`config.mk`:
```
export PLATFORM = sky130hd
export DESIGN_NAME = snes_ctrl_tx
export DESIGN_NICKNAME = d
export VERILOG_FILES = /design/src/rtl/snes_ctrl_pkg.sv /design/src/rtl/snes_pin_filter.sv /design/src/rtl/snes_ctrl_tx.sv
export SDC_FILE = /design/constraint.sdc
export NUM_CORES = 1
export LEC_CHECK = 0
export BUFFER_PORTS_ARGS = -buffer_cell sky130_fd_sc_hd__buf_4
export CAP_MARGIN = 20
export CORE_UTILIZATION = 45
export DETAILED_ROUTE_END_ITERATION = 10
export PLACE_DENSITY = 0.75
export SLEW_MARGIN = 20
export SYNTH_ARGS = -nofsm -noshare
export SYNTH_HDL_FRONTEND = slang
export SYNTH_SLANG_ARGS = --single-unit
```
`constraint.sdc`:
```
create_clock -name CLK_i -period 3.8 [get_ports CLK_i]
set_clock_uncertainty 0.2 [all_clocks]
set_input_delay 0.38 -clock CLK_i [delete_from_list [all_inputs] [get_ports CLK_i]]
set_output_delay 0.38 -clock CLK_i [all_outputs]
set_load 0.02 [all_outputs]
```
`src/rtl/snes_ctrl_pkg.sv`:
```
// Shared constants and types for the SNES controller-port transmitter.
// Button indices follow the order the console shifts them in.
`timescale 1ns/1ps
package snes_ctrl_pkg;

  localparam int NBITS = 16;
  localparam int IDX_W = 5;

  localparam int BTN_B     = 0;
  localparam int BTN_Y     = 1;
  localparam int BTN_SEL   = 2;
  localparam int BTN_START = 3;
  localparam int BTN_UP    = 4;
  localparam int BTN_DOWN  = 5;
  localparam int BTN_LEFT  = 6;
  localparam int BTN_RIGHT = 7;
  localparam int BTN_A     = 8;
  localparam int BTN_X     = 9;
  localparam int BTN_L     = 10;
  localparam int BTN_R     = 11;

  typedef enum logic [1:0] {
    IDLE  = 2'd0,
    LATCH = 2'd1,
    SHIFT = 2'd2,
    DONE  = 2'd3
  } state_t;

endpackage

```
`src/rtl/snes_pin_filter.sv`:
```
// Synchronizer plus stability filter for one async console pin.
// level only follows the synced pin after GLITCH_CYC stable cycles; edge_stb pulses on that change.
`timescale 1ns/1ps
module snes_pin_filter #(
  parameter int   SYNC_STAGES = 2,
  parameter int   GLITCH_CYC  = 4,
  parameter logic IDLE_LVL    = 1'b0
) (
  input  logic mclock,
  input  logic rst,
  input  logic pin,
  output logic level,
  output logic edge_stb
);

  localparam int CW = $clog2(GLITCH_CYC + 1);
  localparam logic [CW-1:0] TC_LOAD = CW'(GLITCH_CYC - 1);

  logic [SYNC_STAGES-1:0] sync_q;
  logic [CW-1:0]          stab_cnt_q;
  logic                   sync_lvl;

  assign sync_lvl = sync_q[SYNC_STAGES-1];

  // Down-counter runs only while the synced level disagrees with the accepted one;
  // reaching terminal count with the disagreement still present accepts the edge.
  always_ff @(posedge mclock or posedge rst) begin
    if (rst) begin
      sync_q     <= {SYNC_STAGES{IDLE_LVL}};
      stab_cnt_q <= TC_LOAD;
      level      <= IDLE_LVL;
      edge_stb   <= 1'b0;
    end else begin
      sync_q   <= {sync_q[SYNC_STAGES-2:0], pin};
      edge_stb <= 1'b0;
      if (sync_lvl == level) begin
        stab_cnt_q <= TC_LOAD;
      end else if (stab_cnt_q == '0) begin
        level      <= sync_lvl;
        edge_stb   <= 1'b1;
        stab_cnt_q <= TC_LOAD;
      end else begin
        stab_cnt_q <= stab_cnt_q - 1'b1;
      end
    end
  end

endmodule

```
`src/rtl/snes_ctrl_tx.sv`:
```
// Controller-port responder: shifts the real pad (masked) or an injected button word
// back to the console, paced by the console's latch and serial clock pins.
//
//   state | meaning
//   IDLE  | no frame since reset; pass-through mirrors the raw pad
//   LATCH | latch high; word and mask track their inputs live
//   SHIFT | latch released; each accepted clock rise advances bit_idx
//   DONE  | all NBITS bits shifted; waits for the next latch rise
`timescale 1ns/1ps
module snes_ctrl_tx
  import snes_ctrl_pkg::*;
#(
  parameter int SYNC_STAGES = 2,
  parameter int GLITCH_CYC  = 4
) (
  input  logic             CLK_i,
  input  logic             RST_i,
  input  logic             CTRL_LATCH_i,
  input  logic             CTRL_CLK_i,
  input  logic             CTRL_SDATA_i,
  input  logic             inject_en_i,
  input  logic [NBITS-1:0] inject_data_i,
  input  logic [NBITS-1:0] mask_i,
  output logic             CTRL_SDATA_o,
  output logic             busy_o,
  output logic             frame_done_o,
  output logic [4:0]       bit_idx_o
);

  localparam int SEL_W = $clog2(NBITS);
  localparam logic [IDX_W-1:0] IDX_END  = IDX_W'(NBITS);
  localparam logic [IDX_W-1:0] IDX_LAST = IDX_W'(NBITS - 1);

  logic latch_lvl, latch_edge, clk_lvl, clk_edge;
  logic latch_rise, latch_fall, clk_rise;

  state_t             state_q, state_d;
  logic [IDX_W-1:0]   idx_q, idx_d;
  logic               mode_q, mode_d;
  logic [NBITS-1:0]   word_q, word_d;
  logic [NBITS-1:0]   mask_q, mask_d;
  logic               sdata_q, sdata_d;
  logic               busy_q, busy_d;
  logic               done_q, done_d;
  logic [SEL_W-1:0]   sel;
  logic               in_range;

  snes_pin_filter #(
    .SYNC_STAGES (SYNC_STAGES),
    .GLITCH_CYC  (GLITCH_CYC),
    .IDLE_LVL    (1'b0)
  ) u_latch_filt (
    .mclock   (CLK_i),
    .rst      (RST_i),
    .pin      (CTRL_LATCH_i),
    .level    (latch_lvl),
    .edge_stb (latch_edge)
  );

  // Console clock idles high between frames.
  snes_pin_filter #(
    .SYNC_STAGES (SYNC_STAGES),
    .GLITCH_CYC  (GLITCH_CYC),
    .IDLE_LVL    (1'b1)
  ) u_clk_filt (
    .mclock   (CLK_i),
    .rst      (RST_i),
    .pin      (CTRL_CLK_i),
    .level    (clk_lvl),
    .edge_stb (clk_edge)
  );

  assign latch_rise = latch_edge & latch_lvl;
  assign latch_fall = latch_edge & ~latch_lvl;
  assign clk_rise   = clk_edge & clk_lvl;

  always_comb begin
    state_d = state_q;
    idx_d   = idx_q;
    mode_d  = mode_q;
    word_d  = word_q;
    mask_d  = mask_q;
    done_d  = 1'b0;

    // A latch rise restarts the frame from any state and swallows a coincident clock rise.
    if (latch_rise) begin
      state_d = LATCH;
      idx_d   = '0;
      mode_d  = inject_en_i;
      word_d  = inject_data_i;
      mask_d  = mask_i;
    end else begin
      case (state_q)
        LATCH: begin
          word_d = inject_data_i;
          mask_d = mask_i;
          if (latch_fall) state_d = SHIFT;
        end
        SHIFT: begin
          if (clk_rise) begin
            idx_d = idx_q + 1'b1;
            if (idx_q == IDX_LAST) begin
              state_d = DONE;
              done_d  = 1'b1;
            end
          end
        end
        default: ;
      endcase
    end

    in_range = (idx_d < IDX_END);
    sel      = idx_d[SEL_W-1:0];

    // Past the last button the wire reads logical 1 (low) when injecting.
    if (state_d == IDLE) begin
      sdata_d = mode_d ? 1'b1 : CTRL_SDATA_i;
    end else if (mode_d) begin
      sdata_d = in_range ? ~word_d[sel] : 1'b0;
    end else begin
      sdata_d = in_range ? (CTRL_SDATA_i | mask_d[sel]) : CTRL_SDATA_i;
    end

    busy_d = (state_d == LATCH) || (state_d == SHIFT);
  end

  always_ff @(posedge CLK_i or posedge RST_i) begin
    if (RST_i) begin
      state_q <= IDLE;
      idx_q   <= '0;
      mode_q  <= 1'b0;
      word_q  <= '0;
      mask_q  <= '0;
      sdata_q <= 1'b1;
      busy_q  <= 1'b0;
      done_q  <= 1'b0;
    end else begin
      state_q <= state_d;
      idx_q   <= idx_d;
      mode_q  <= mode_d;
      word_q  <= word_d;
      mask_q  <= mask_d;
      sdata_q <= sdata_d;
      busy_q  <= busy_d;
      done_q  <= done_d;
    end
  end

  assign CTRL_SDATA_o = sdata_q;
  assign busy_o       = busy_q;
  assign frame_done_o = done_q;
  assign bit_idx_o    = idx_q;

endmodule
```
=== After elaboration in Yosys (flattened, before gate mapping) ===
Index checks and enable logic that the tools add are counted.

* Bits in registers: 57
* Bits of input ports: 38
* Output and inout port bits: 8
* Word-level logic and storage cells: 76

* $add $sub $neg: 3
* Magnitude comparators: 2
* Eq/ne operators: 7
* Multiplexer cells: 34
* Bitwise operators: 8
* Reduce and logical (&&, ||, !) cells: 6

{| class="wikitable"
|+ Operator list
! operator !! count
|-
| $mux W16 || 4
|-
| $mux W1 || 16
|-
| $mux W5 || 3
|-
| $mux W3 || 4
|-
| $bmux W1 S4 || 2
|-
| $mux W2 || 4
|-
| $logic_not A3 Y1 || 2
|-
| $sub A3 B1 Y3 const B || 2
|-
| $add A5 B1 Y5 const B || 1
|-
| $eq A5 B4 Y1 const B || 1
|-
| $lt A4 B5 Y1 const B || 1
|-
| $lt A5 B5 Y1 const B || 1
|-
| $eq A2 B1 Y1 const B || 2
|-
| $eq A2 B2 Y1 const B || 2
|-
| $not A1 Y1 || 4
|-
| $pmux W2 S2 || 1
|-
| $reduce_and A2 Y1 || 2
|-
| $and A1 B1 Y1 || 3
|-
| $eq A1 B1 Y1 || 2
|-
| $logic_not A2 Y1 || 1
|-
| $logic_or A1 B1 Y1 || 1
|-
| $or A1 B1 Y1 || 1
|}

=== Depth between registers and ports, before layout ===
* Depth after elaboration: 10
* Gate-level depth with buffers: 12
* Depth with buffers taken out: 12

=== Modules after synthesis ===
Synthesis repeated with hierarchy kept, for this count alone.

* Cell total of the unflattened synthesis: 323
* Area total of the unflattened synthesis: 3059.2 µm²

{| class="wikitable"
|+ Modules (own cells, without submodules)
! module !! instances !! cells an instance !! area each (µm²) !! seq. area each (µm²)
|-
| snes_ctrl_tx || 1 || 279 || 2472.4 || 1077.3
|-
| snes_pin_filter at u_clk_filt || 1 || 22 || 295.3 || 181.4
|-
| snes_pin_filter at u_latch_filt || 1 || 22 || 291.5 || 177.7
|}

=== Least setup slack after synthesis ===
No wires, ideal clock.

* Path type: register -> register
* Start point: register state_q[0]
* End point: register sdata_q (netlist: CTRL_SDATA_o)
* Library setup time: 0.082 ns
* Arrival: 2.362 ns
* Data required time: 3.518 ns
* Slack: 1.156 ns
* Stages on the path, launching flop included: 10
* Path buffers: 0
* Period minus slack after synthesis: 2.644 ns
* Cells stage by stage: dfrtp_1 -> inv_1 -> ha_1 -> nand3_4 -> mux2i_1 -> nor2_2 -> mux4_2 -> nand2b_1 -> a211o_1 -> a22oi_1

* Cells in the longest elaborated chain, start to end: 9
* Elaborated cells on any way between the ends: 25
* Classes of those cells: 1 x order compare; 2 x eq/ne; 19 x mux; 2 x bitwise; 1 x reduce/logical

{| class="wikitable"
|+ RTL lines
! item !! RTL line !! RTL
|-
| start, declared || snes_ctrl_tx.sv:37 || <nowiki>state_t state_q, state_d;</nowiki>
|-
| start signal, assigned || snes_ctrl_tx.sv:138 || <nowiki>state_q <= state_d;</nowiki>
|-
| $eq A2 B2 Y1 (*) || snes_ctrl_tx.sv:93 || <nowiki>case (state_q)</nowiki>
|-
| $mux W5 (*) || snes_ctrl_tx.sv:93 ||
|-
| $mux W5 (*) || snes_ctrl_tx.sv:86 || <nowiki>if (latch_rise) begin</nowiki>
|-
| named net idx_d[1] || snes_ctrl_tx.sv:38 || <nowiki>logic [IDX_W-1:0] idx_q, idx_d;</nowiki>
|-
| $bmux W1 S4 (on tied branches) || snes_ctrl_tx.sv:121, snes_ctrl_tx.sv:119 ||
|-
| $mux W1 (on tied branches) || snes_ctrl_tx.sv:121, snes_ctrl_tx.sv:119 ||
|-
| $or A1 B1 Y1 or $not A1 Y1 (tied branches) || snes_ctrl_tx.sv:121, snes_ctrl_tx.sv:119 ||
|-
| $mux W1 (on tied branches) || snes_ctrl_tx.sv:121, snes_ctrl_tx.sv:119 ||
|-
| $mux W1 (*) || snes_ctrl_tx.sv:118 || <nowiki>end else if (mode_d) begin</nowiki>
|-
| $mux W1 (*) || snes_ctrl_tx.sv:116 || <nowiki>if (state_d == IDLE) begin</nowiki>
|-
| named net sdata_d || snes_ctrl_tx.sv:42 || <nowiki>logic sdata_q, sdata_d;</nowiki>
|-
| end signal, assigned || snes_ctrl_tx.sv:143 || <nowiki>sdata_q <= sdata_d;</nowiki>
|-
| end, declared || snes_ctrl_tx.sv:42 ||
|}

Mark *: on every way through the listed nets, which the timed path passes. The rest lies on a longest branch. The select of a mux whose other input is x is not followed.
A chain may end at the register's enable or synchronous reset.

=== Final worst setup path ===
Ends and elaborated chain as after synthesis.

==> flow_summary.yaml <==
cells_and_area:
  nets: 309
  fillers: 468
  drive_above_1_share: 0.4270
  fin_area_um2: 3299
  diodes: 0
  layout_common_cells: "dfrtp_1 (49), buf_4 (47), mux2_2 (37), mux2i_1 (19), inv_1 (13)"
  area_growth_pct: 21.69
  layout.cells.most_common: "dfrtp_1"
clock_tree:
  clk-insertion-delay-late_ns: 0.34
  clk_pin_slew_worst_paths_ns: 0.06
  cts_root_buf: "clkbuf_8"
  h-tree-depth: 3
  clock_path_buffers: 2
  cts_buffers: 9
  cts_sinks: 57
  cts_tree: "yes"
yosys:
  ys.flop_type: "dfrtp_1"
  yosysWarnings: 0
  synth_top_area_cell: "dfrtp_1"
  synthArstFlopShare: 1.000
  ys_seq_area_frac: 0.5298
  netlist_area_um2: 2711
  syn_avg_cell_area_um2: 13.04
  synth_edf_count: 0
  synth_cell_types: 40
  synth_area_leaders: "dfrtp_1 (45%), mux2_2 (15%), dfstp_2 (7.8%), mux2i_1 (7.0%), ha_1 (4.2%)"
  syn-instance-count: 208
  netlist.area_leader.share: 0.4522
  ys_seq_elements: 57
  syn_nets: 255
floorplan:
  die_area_um2: 6339
  coreArea_um2: 5642
  rows: 27
  die_h_um: 79.62
  die_x_um: 79.62
  start_util: 0.4806
  io-pin-count: 46
placement:
  portBuffers: 45
  place_congestion: 0.7227
  hpwl_mm: 3.350
  placed_cell_area_um2: 3095
power_and_ir_drop:
  irDropWorstVdd_uv: 352.9
  p_int_mw: 1.609
  power_density_nw_per_um2: 705.1
  p_switching_mw: 0.7176
  pwr-share-seq: 0.412
  power_leakage_nw: 1.653
  sw_frac_of_total: 0.3084
  power_frac_clock: 0.213
  power_frac_comb: 0.374
sta:
  setup_viol: 0
  max_slew_margin: 0.4701
  timing_hold_violations_final: 0
  fmax_mhz: 332.2
  fin_crit_ns: 3.010
  slew_viol_final: 0
  rsz0062_at_grt: "no"
  timing.setup.tns_ns: 0
  worst_slew_pin_slew_ns: 0.7782
  finalCritPeriodShare: 0.7922
grt:
  met3_usage: 0.03657
  grt_pass1_vias: 1750
  grt_usage: 0.1794
  grt_pass1_wl_mm: 8.314
  grt_antenna_before_repair: 0
  grt_max_degree: 31
  grt.overflow.total: 0
  met1_usage: 0.2253
  met2_usage: 0.2812
  grt_busiest_layer: "met2"
setup_path:
  cp.arrival_ns: 3.07
  criticalPathCategory: "flip-flop to flip-flop"
  endpoint_kind: "flip-flop"
  worstPathMaxFanout: 10
  crit_path_start_kind: "flip-flop"
  worstPathRequired_ns: 3.86
drt:
  routed_wl_mm: 4.772
  first_iter_violations: 91
  antenna_left: 0
  num_vias: 1690
  vias_per_cell: 4.985
  drc: 0
  first_pass_iters: 4
  wire_per_inst_um: 14.08
status:
  run_status: "finished, final reports clean"
run:
  maxCapViolCount: 0
hold_path:
  hold_class: "input pin to flip-flop"
-- cell families after synthesis --
kind of cell / after synthesis / synth area share
xor gates and xnor gates: 6 / 0.01938
buffers and inverters: 21 / 0.04107
DFF: 57 / 0.5298
and+or+nand+nor: 43 / 0.08537
AOI/OAI and AO/OA: 12 / 0.03415
adders and majority gates: 9 / 0.04153
muxes: 60 / 0.2487
-- worst max-delay path, stage by stage, from the launching register on --
cell and delay (ns):
dfrtp_1 0.38, inv_1 0.08, ha_1 0.32, nand3_4 0.16, mux2i_1 0.16, nor2_2 0.44, mux4_2 0.59, nand2b_1 0.16
a211o_1 0.29, a22oi_1 0.15
-- what timing repair did --
item / in CTS / in global routing
buffers inserted: 0 / 0
hold endpoints to repair: 27 / 0
hold buffers: 3 / 0
resized for setup: 0 / 0
-- cell type report --
type	instances	area, µm²	area share
Clock inverter	3	15.01	0.004551
Clock buffer	13	158.9	0.04816
Sequential cell	57	1436	0.4353
Tap cell	72	90.09	0.02730
Inverter	14	52.55	0.01593
Timing Repair Buffer	50	382.9	0.1160
Multi-Input combinational cell	130	1164	0.3527
-- metal layers --
layer  up-vias  part of all wire
met2        37              0.47
met3        10             0.041
met1       815              0.46
met4         0             0.028
li1        828                 -
met5         -                 0
-- cell usage after synthesis (all sizes together), types with 3 or more instances --
library cell	instances
a21oi	3
buf	6
dfrtp	49
dfstp	8
ha	9
inv	14
mux2	39
mux2i	20
nand2	8
nand2b	4
nand3	4
nor2	13
nor3	3
xor2	4
-- power by group through the flow --
stage | Clock (mW) | Sequential, mW | Combinational [mW]
after floorplan | 0 | 0.941 | 0.737
after global placement | 0 | 0.962 | 0.854
after CTS | 0.511 | 0.960 | 0.885
after detailed placement | 0 | 0.970 | 0.871
final | 0.496 | 0.959 | 0.871
after global routing | 0.533 | 0.989 | 0.973
-- state kept, by name, summed over array words and instances (netlist names) --
name and cells:
CTRL_SDATA_o 1, bit_idx_o 5, busy_o 1, frame_done_o 1
mask_q 16, mode_q 1, state_q 2, u_clk_filt.edge_stb 1
u_clk_filt.level 1, u_clk_filt.stab_cnt_q 3, u_clk_filt.sync_q 2, u_latch_filt.edge_stb 1
u_latch_filt.level 1, u_latch_filt.stab_cnt_q 3, u_latch_filt.sync_q 2, word_q 16
-- per-stage QoR --
stage                       util  cells  setup WS, ns  hold slack [ns]  power (mW)
after CTS                 0.5848    339        0.7520          0.08000       2.356
after global placement    0.5487    320        0.8271           0.1350       1.815
final                     0.5848    339        0.7898          0.09026       2.326
after global routing      0.5848    339        0.5895          0.09211       2.494
after floorplan                -    208         1.156           0.1312       1.677
after detailed placement  0.5487    320        0.7917           0.1347       1.841
-- final timing paths --
kind                            slack (ns)                    endpoint                   start  cells after the start
worst max-delay path                  0.79                CTRL_SDATA_o              state_q[0]                      9
worst min-delay path                  0.09                  mask_q[10]              mask_i[10]                      2
worst max register to register        0.79                CTRL_SDATA_o              state_q[0]                      9
worst min register to register        0.15      u_latch_filt.sync_q[1]  u_latch_filt.sync_q[0]                      0
max in group asynchronous             2.10    u_clk_filt.stab_cnt_q[0]                   RST_i                      4
min in group asynchronous             0.46  u_latch_filt.stab_cnt_q[2]                   RST_i                      3
Power figures use the tool's default switching activity.
